$ cat config.mk
export PLATFORM = sky130hd
export DESIGN_NAME = serial_modadd_ctrl
export DESIGN_NICKNAME = d
export VERILOG_FILES = /design/src/rtl/ntt_pkg.sv /design/src/rtl/Full_Adder.sv /design/src/rtl/serial_modadd_ctrl.sv
export SDC_FILE = /design/constraint.sdc
export NUM_CORES = 1
export LEC_CHECK = 0
export CORE_AREA = 2 2 88 90
export CTS_BUF_LIST = sky130_fd_sc_hd__clkbuf_8
export CTS_CLUSTER_DIAMETER = 120
export DETAILED_ROUTE_END_ITERATION = 10
export DIE_AREA = 0 0 90 92
export PLACE_DENSITY = 0.77
export SYNTH_ARGS = -nofsm -noshare
export SYNTH_HDL_FRONTEND = slang
export SYNTH_SLANG_ARGS = --single-unit
export TNS_END_PERCENT = 5
$ cat constraint.sdc
create_clock -name clk -period 8.1 [get_ports clk]
set_input_delay 0.81 -clock clk [delete_from_list [all_inputs] [get_ports clk]]
set_output_delay 0.81 -clock clk [all_outputs]
set_load 0.01 [all_outputs]
$ cat src/rtl/ntt_pkg.sv
// Shared NTT constants and the controller state encoding for the serial modular adder.
package ntt_pkg;

  localparam int NTT_WIDTH = 14;
  localparam int NTT_Q     = 12289;

  typedef enum logic [1:0] {
    IDLE = 2'd0,
    ADD  = 2'd1,
    SUB  = 2'd2
  } state_t;

endpackage

$ cat src/rtl/Full_Adder.sv
// Single-bit full-adder cell, time-shared by the serial modular adder.
module Full_Adder (
  input  logic A,
  input  logic B,
  input  logic Cin,
  output logic Cout,
  output logic Sum
);

  assign Sum  = A ^ B ^ Cin;
  assign Cout = (A & B) | (Cin & (A ^ B));

endmodule

$ cat src/rtl/serial_modadd_ctrl.sv
// Bit-serial (a + b) mod Q: one full-adder cell, an ADD pass for a+b and a SUB pass
// for (a+b)-Q (add of ~Q with carry-in 1), then the non-negative result is kept.
module serial_modadd_ctrl
  import ntt_pkg::*;
#(
  parameter int WIDTH = NTT_WIDTH,
  parameter int Q     = NTT_Q
) (
  input  logic             clk,
  input  logic             rst_n,
  input  logic             start,
  input  logic [WIDTH-1:0] a,
  input  logic [WIDTH-1:0] b,
  output logic             busy,
  output logic             done,
  output logic [WIDTH-1:0] result
);

  localparam int             CW       = $clog2(WIDTH + 1);
  localparam logic [WIDTH:0] Q_EXT    = (WIDTH + 1)'(Q);
  localparam logic [CW-1:0]  LAST_ADD = CW'(WIDTH - 1);
  localparam logic [CW-1:0]  LAST_SUB = CW'(WIDTH);

  state_t           state;
  state_t           state_nxt;
  logic [CW-1:0]    cnt;
  logic             carry;
  logic [WIDTH-1:0] op_a;
  logic [WIDTH-1:0] op_b;
  logic [WIDTH:0]   sum_sr;
  logic [WIDTH:0]   diff_sr;
  logic [WIDTH:0]   sum_rot;
  logic             fa_a;
  logic             fa_b;
  logic             fa_cout;
  logic             fa_sum;
  logic             add_last;
  logic             sub_last;

  assign add_last = (state == ADD) && (cnt == LAST_ADD);
  assign sub_last = (state == SUB) && (cnt == LAST_SUB);
  // After WIDTH+1 rotations during SUB the sum is back in its original alignment.
  assign sum_rot  = {sum_sr[0], sum_sr[WIDTH:1]};

  Full_Adder u_fa (
    .A    (fa_a),
    .B    (fa_b),
    .Cin  (carry),
    .Cout (fa_cout),
    .Sum  (fa_sum)
  );

  always_ff @(posedge clk) begin
    if (!rst_n) state <= IDLE;
    else        state <= state_nxt;
  end

  always_comb begin
    state_nxt = state;
    case (state)
      IDLE:    if (start)    state_nxt = ADD;
      ADD:     if (add_last) state_nxt = SUB;
      SUB:     if (sub_last) state_nxt = IDLE;
      default:               state_nxt = IDLE;
    endcase
  end

  always_comb begin
    fa_a = 1'b0;
    fa_b = 1'b0;
    case (state)
      ADD: begin
        fa_a = op_a[0];
        fa_b = op_b[0];
      end
      SUB: begin
        fa_a = sum_sr[0];
        fa_b = ~Q_EXT[cnt];
      end
      default: ;
    endcase
  end

  always_ff @(posedge clk) begin
    if (!rst_n) begin
      busy    <= 1'b0;
      done    <= 1'b0;
      result  <= '0;
      carry   <= 1'b0;
      cnt     <= '0;
      op_a    <= '0;
      op_b    <= '0;
      sum_sr  <= '0;
      diff_sr <= '0;
    end else begin
      done <= 1'b0;
      case (state)
        IDLE: begin
          if (start) begin
            op_a    <= a;
            op_b    <= b;
            sum_sr  <= '0;
            diff_sr <= '0;
            carry   <= 1'b0;
            cnt     <= '0;
            busy    <= 1'b1;
          end
        end
        ADD: begin
          op_a <= op_a >> 1;
          op_b <= op_b >> 1;
          if (add_last) begin
            // Last sum bit and the carry-out land together so bit 0 ends at sum_sr[0].
            sum_sr <= {fa_cout, fa_sum, sum_sr[WIDTH:2]};
            carry  <= 1'b1;
            cnt    <= '0;
          end else begin
            sum_sr <= {fa_sum, sum_sr[WIDTH:1]};
            carry  <= fa_cout;
            cnt    <= cnt + CW'(1);
          end
        end
        SUB: begin
          sum_sr  <= sum_rot;
          diff_sr <= {fa_sum, diff_sr[WIDTH:1]};
          carry   <= fa_cout;
          cnt     <= cnt + CW'(1);
          if (sub_last) begin
            // Carry-out of sum + ~Q + 1 is set exactly when sum >= Q.
            result <= fa_cout ? diff_sr[WIDTH:1] : sum_rot[WIDTH-1:0];
            done   <= 1'b1;
            busy   <= 1'b0;
            cnt    <= '0;
          end
        end
        default: ;
      endcase
    end
  end

endmodule

* After elaboration in Yosys (flattened, before gate mapping)
Memories as Yosys holds them, arrays and structs flattened. A register that Yosys moved wholly into a read port is not among the register bits.
Index checks and enable logic that the tools add are counted.
** Operators by class
- Bitwise logic cells :: 6
- Magnitude comparators :: 1
- Reduce and logical (&&, ||, !) cells :: 13
- $mul :: 0
- Add/sub/neg operators :: 1
- Divide/modulo/power cells :: 0
- Equality and inequality tests :: 7
- Shift-type cells :: 0
- Multiplexer cells :: 29
** Operator list (count)
- case mux 14 bit (2 select lines) :: 2
- case mux 15 bit (3 select lines) :: 1
- 2-to-1 mux 14 bit :: 3
- 2-to-1 mux 15 bit :: 2
- case mux 15 bit (2 select lines) :: 1
- 2-to-1 mux 4 bit :: 5
- case mux 4 bit (3 select lines) :: 1
- AND reduction 2 bit :: 5
- equality test 4 bit, second input constant :: 2
- 2-to-1 mux 1 bit :: 6
- 2-to-1 mux 2 bit :: 3
- inequality test 2 bit, second input constant :: 3
- case mux 1 bit (2 select lines) :: 3
- case mux 2 bit (3 select lines) :: 1
- AND reduction 3 bit :: 2
- less-than comparator 4 x 5 -> 1 bit, second input constant :: 1
- adder 4 x 1 -> 4 bit, second input constant :: 1
- nonzero test 2 bit :: 2
- case mux 1 bit (3 select lines) :: 1
- nonzero test 3 bit :: 1
- bitwise AND 1 bit :: 2
- equality test 2 x 1 -> 1 bit, second input constant :: 1
- equality test 2 bit, second input constant :: 1
- logical AND 1 bit :: 2
- other kinds (4) :: 5
** Storage, ports and cells
- Output and inout port bits :: 16
- Memories kept :: 1
- Bits in read-only memories :: 16
- Word-level logic and storage cells :: 68
- Bits in writable memories :: 0
- Bits in latches :: 0
- Input port bits :: 31
- Flip-flop bits (word level) :: 81
** Memories
- (no name shown) :: words 16, bits a word 1, read ports 1, clocked after Yosys merged registers in 1, write ports 0, line serial_modadd_ctrl.sv:78 : fa_b = ~Q_EXT[cnt];

* Depth between registers and ports, before layout
- Depth in word-level cells :: 9
- Mapped depth :: 13
- Mapped depth without buffers :: 10

* Hierarchy
From an unflattened synthesis, not the netlist that was laid out.
** Second synthesis, totals
- Cell total of the unflattened synthesis :: 426
- Area total of the unflattened synthesis :: 4122.7 um^2
** By module, submodules not included
- serial_modadd_ctrl :: sequential area each 1621.6 um^2, times used 1, area an instance 4102.7 um^2, cells each 425
- Full_Adder :: sequential area each 0.0 um^2, times used 1, area an instance 20.0 um^2, cells each 1

* Worst setup path after synthesis
Ideal clock, no wire load.
- Kind :: reg-to-reg
- Start point :: register state[0]
- End point :: register result[10]
- Library setup time :: 0.137 ns
- Data arrival time :: 2.448 ns
- Clock period less this slack :: 2.585 ns
- Cell stages (with the launch flop) :: 12
- Path slack :: 5.515 ns
- Required time :: 7.963 ns
- Buffers on the path :: 4
- Cells stage by stage :: dfxtp_1 > inv_1 > ha_1 > buf_2 > clkbuf_1 > a22oi_1 > nor2b_1 > fa_1 > buf_2 > buf_1 > mux2i_1 > a211oi_1
** Between the ends
- Word-level cells in the longest chain between the ends :: 6
- Elaborated cells on any way between the ends :: 11
- Those cells by class :: eq/ne: 2; mux: 3; bitwise: 4; reduce/logical: 2
** RTL lines
- from (decl) :: line serial_modadd_ctrl.sv:24 : state_t state;
- from (signal assigned) :: line serial_modadd_ctrl.sv:55 : else state <= state_nxt;
- equality test 2 bit / equality test 2 x 1 -> 1 bit (equally long branches) :: line serial_modadd_ctrl.sv:41, serial_modadd_ctrl.sv:71, serial_modadd_ctrl.sv:97
- case mux 1 bit (2 select lines) :: line serial_modadd_ctrl.sv:71 : case (state)
- XOR 1 bit :: line Full_Adder.sv:11 : assign Cout = (A & B) | (Cin & (A ^ B));
- bitwise AND 1 bit :: line Full_Adder.sv:11
- OR 1 bit :: line Full_Adder.sv:11
- 2-to-1 mux 14 bit :: line serial_modadd_ctrl.sv:130 : result <= fa_cout ? diff_sr[WIDTH:1] : sum_rot[WIDTH-1:0];
- to (signal assigned) :: line serial_modadd_ctrl.sv:130
- to (decl) :: line serial_modadd_ctrl.sv:16 : output logic [WIDTH-1:0] result
Parallel ways exist; a longest one is shown, timed or not.
A chain may end at the register's enable or synchronous reset.

* Worst setup path after layout
- Start point :: register state[0]
- End point :: register sum_sr[14]
** Between the ends
- Word-level cells in the longest chain between the ends :: 7
- Elaborated cells on any way between the ends :: 16
- Those cells by class :: eq/ne: 3; mux: 4; bitwise: 5; reduce/logical: 4
** RTL lines
- equality test 2 bit / equality test 2 x 1 -> 1 bit (equally long branches) :: line serial_modadd_ctrl.sv:71, serial_modadd_ctrl.sv:97, serial_modadd_ctrl.sv:40
- case mux 1 bit (2 select lines) :: line serial_modadd_ctrl.sv:71
- XOR 1 bit :: line Full_Adder.sv:10, Full_Adder.sv:11
- bitwise AND 1 bit :: line Full_Adder.sv:11
- OR 1 bit :: line Full_Adder.sv:11
- 2-to-1 mux 15 bit :: line serial_modadd_ctrl.sv:112 : if (add_last) begin
- case mux 15 bit (3 select lines) :: line serial_modadd_ctrl.sv:97 : case (state)
- to (signal assigned) :: line serial_modadd_ctrl.sv:114 : sum_sr <= {fa_cout, fa_sum, sum_sr[WIDTH:2]};
- to (signal assigned) :: line serial_modadd_ctrl.sv:118 : sum_sr <= {fa_sum, sum_sr[WIDTH:1]};
- to (signal assigned) :: line serial_modadd_ctrl.sv:124 : sum_sr <= sum_rot;
- to (decl) :: line serial_modadd_ctrl.sv:30 : logic [WIDTH:0] sum_sr;
Parallel ways exist; a longest one is shown, timed or not.

==> summary.txt <==
Status
  • Status: complete, no violations

Layout
  • Layout area overhead: 16.9%
  • Share of layout cells above drive strength 1: 8.52%
  • Ant diodes: 0
  • Final nets: 481
  • Fill cell count: 658
  • Fin cells: 548

Timing
  • Fmax: 293 MHz
  • Pins over their slew limit: 0
  • Post-route clock skew: 0.0136 ns
  • RSZ-0062 raised after global routing: false
  • Fin. Hold Viols: 0
  • Final setup fails: 0
  • Setup TNS: 0 ns
  • Rel. slew slack: 20.2%
  • Worst-Margin Slew: 1.20 ns
  • Final period util: 42.1%
  • Period minus WS final: 3.41 ns

Synth
  • Synth top area share: between 40% and 50%
  • Most instantiated cells after synthesis: 87 x nor2_1, 81 x dfxtp_1, 46 x mux2i_1
  • Top cells by area, synth: dfxtp_1 42%, mux2i_1 12%, nor2_1 8.4%
  • Syn Nets: 460
  • Synth cell types: 37
  • Gate Count Post-Synth: 420
  • Synth Register Bits: 81
  • Post-synthesis sequential area ratio: a little over two fifths
  • Ys async rst share: 0%
  • Yosys warns: 0
  • Synth Cell Area: 3890 µm²
  • Post-synthesis area per instance: 9.26 µm²
  • Most numerous cell in the Yosys netlist: nor2_1
  • Post-synth EDFFs: 0
  • Most used DFF post-synth: dfxtp_1
  • Area leader, netlist: dfxtp_1

Clock network
  • Post-CTS Setup Bufs: 0
  • Number of buffers created by CTS: 9
  • Worst-skew pair later-pin latency: about 0.36 ns
  • CTS clk-pin slew, worst paths: about 0.090 ns
  • TritonCTS clock tree: yes
  • Clock root buffer: clkbuf_8
  • H-tree levels: 3
  • Clock sink count: 81
  • Cts hold-fix bufs: 0
  • CTS max path bufs: 2
  • Post-CTS sizing: 0

Routing
  • Total number of vias: 3,086
  • Routed length per instance: 14.1 µm
  • Detailed Route WL: around 7700 µm
  • Post-route ant nets: 0
  • Vias/cell: between 5 and 6
  • DRC viols: 0
  • Pre-Repair DR Iteration Count: 4
  • Initial DRC Count: 149

Floorplan
  • Die X-Extent: ~90 µm
  • Rows: 32
  • Die area: just over 8000 µm²
  • Initial Util: 52.2%
  • Core area: 7450 µm²
  • DIE HEIGHT: 92 µm
  • I/O pins: 47

GRT
  • First-pass GRT wire length: 13,100 µm
  • Largest net degree at the start of global routing: 81
  • Remaining Overflow, GRT: 0
  • Vias in the first global route: 2,862
  • Initial antenna violation count: 0
  • Tot GR Track Use: 19.5%

Setup path
  • R2R cell count: 10
  • Crit Path Category: register to register
  • Crit Path Max Fanout: 29
  • Worst endpoint required time: 8.39 ns
  • CP startpoint: state[0]$_SDFFE_PN0P_
  • Reg2Reg Setup Slack: approximately 4.7 ns
  • R2r endpoint: sum_sr[14]$_SDFFE_PN0N_
  • Worst Setup End Kind: register
  • CP arrival: about 3.7 ns
  • Startpoint Class: register
  • R2R Path Start: state[0]$_SDFFE_PN0P_

Placed design
  • Dpl cells: about 530
  • Port Buffers: 46
  • Post-DP HPWL: 5000 µm
  • Global placer's final weighted congestion: 0.746

Power and ir drop
  • Int Pwr: 0.759 mW
  • Maximum vdd drop: between 100 and 150 µV
  • Leakage power: roughly 1.6 nW
  • Sequential Power Share: 41.8%
  • P_sw: 0.395 mW
  • Clock power frac: roughly 28%
  • Comb pwr share: 29.9%
  • Sw frac: 34.2%
  • PwrDens: 254 nW/µm²

Hold path
  • Hold Path Stages: 2
  • Worst Hold End: result[2]$_SDFFE_PN0P_
  • HP Start: result[2]$_SDFFE_PN0P_
  • HP Class: register to register

Job
  • MaxCap Viol Count: 0
## worst max path at each step
stage | end | slack, ns | depth (start not counted)
after floorplan | result[10]$_SDFFE_PN0P_ | 5.51 | 11
after global placement | sum_sr[14]$_SDFFE_PN0N_ | 4.85 | 10
after detailed placement | sum_sr[14]$_SDFFE_PN0N_ | 4.69 | 10
after CTS | sum_sr[14]$_SDFFE_PN0N_ | 4.65 | 10
after global routing | sum_sr[14]$_SDFFE_PN0N_ | 4.29 | 10
final | sum_sr[14]$_SDFFE_PN0N_ | 4.69 | 10
## sequential cells by signal, summed over array words and instances, names as in the netlist, named ones only
name	cells
op_b	14
sum_sr	15
state	2
result	14
diff_sr	14
cnt	4
carry	1
done	1
busy	1
op_a	14
## through the flow
| stage | utilization, % | worst slack, ns | power [mW] | area, µm² | hold slack [ns] |
|---|---|---|---|---|---|
| global placement | 58.1 | 4.85 | 0.825 | 4330 | 0.465 |
| CTS | 61.1 | 4.65 | 1.16 | 4550 | 0.503 |
| finish | 61.1 | 4.69 | 1.15 | 4550 | 0.499 |
| floorplan | - | 5.51 | 0.775 | 3890 | 0.478 |
| global route | 61.1 | 4.29 | 1.22 | 4550 | 0.520 |
| detailed placement | 58.1 | 4.69 | 0.837 | 4330 | 0.492 |
## routing by layer
layer	track usage (%)	part of all wire [%]	vias to the layer above
li1	-	-	1569
met1	24.9	47	1446
met2	31.2	46	63
met3	5.51	5.4	8
met4	7.82	1.5	0
met5	0	0	-
## placed cells by master (no fill, tap or decap), types with 9 or more instances in the layout
cell type,n
a22o_1,15
a211oi_1,41
clkdlybuf4s50_1,46
a22oi_1,25
nor2_1,86
mux2i_1,46
clkbuf_8,9
dfxtp_1,81
a21oi_1,9
mux2_2,15
## logic make-up (layout without fill, tap and decap cells)
| kind of cell | Yosys count | count (layout) | synth area share [%] |
|---|---|---|---|
| flip-flops | 81 | 81 | 41.7 |
| AO/OA/AOI/OAI | 108 | 108 | 20.9 |
| buffers and inverters | 44 | 70 | 4.79 |
| multiplexers | 62 | 62 | 16.5 |
| AND/OR/NAND/NOR | 116 | 116 | 13.1 |
| adder cells (fa/ha/maj) | 9 | 9 | 3.09 |
## power by group through the flow
stage / logic (mW) / registers, mW / clock network, mW
5_1_grt: 0.387 / 0.488 / 0.348
3_5_place_dp: 0.347 / 0.491 / 0
6_report: 0.345 / 0.482 / 0.327
3_3_place_gp: 0.337 / 0.488 / 0
4_1_cts: 0.348 / 0.482 / 0.332
2_1_floorplan: 0.293 / 0.482 / 0
## worst max-delay path, cell delays in order, from the launching register on
cell and delay (ns):
dfxtp_1 0.35, inv_1 0.10, ha_1 0.90, inv_1 0.21
o21ai_0 0.18, and2_1 0.16, fa_1 0.81, mux2_2 0.30
a22o_1 0.11, a22oi_1 0.07, nor2_1 0.13
## final cells by class
cell class | count | area [µm²] | share of cell area (%)
inverter | 7 | 26.3 | 0.578
clock buffer | 9 | 124 | 2.72
tap | 102 | 128 | 2.81
timing repair buffer | 47 | 468 | 10.3
sequential | 81 | 1620 | 35.7
multi-input combinational | 295 | 2090 | 45.9
clock inverter | 7 | 93.8 | 2.06
No activity file was read; power rests on OpenSTA's default activity.
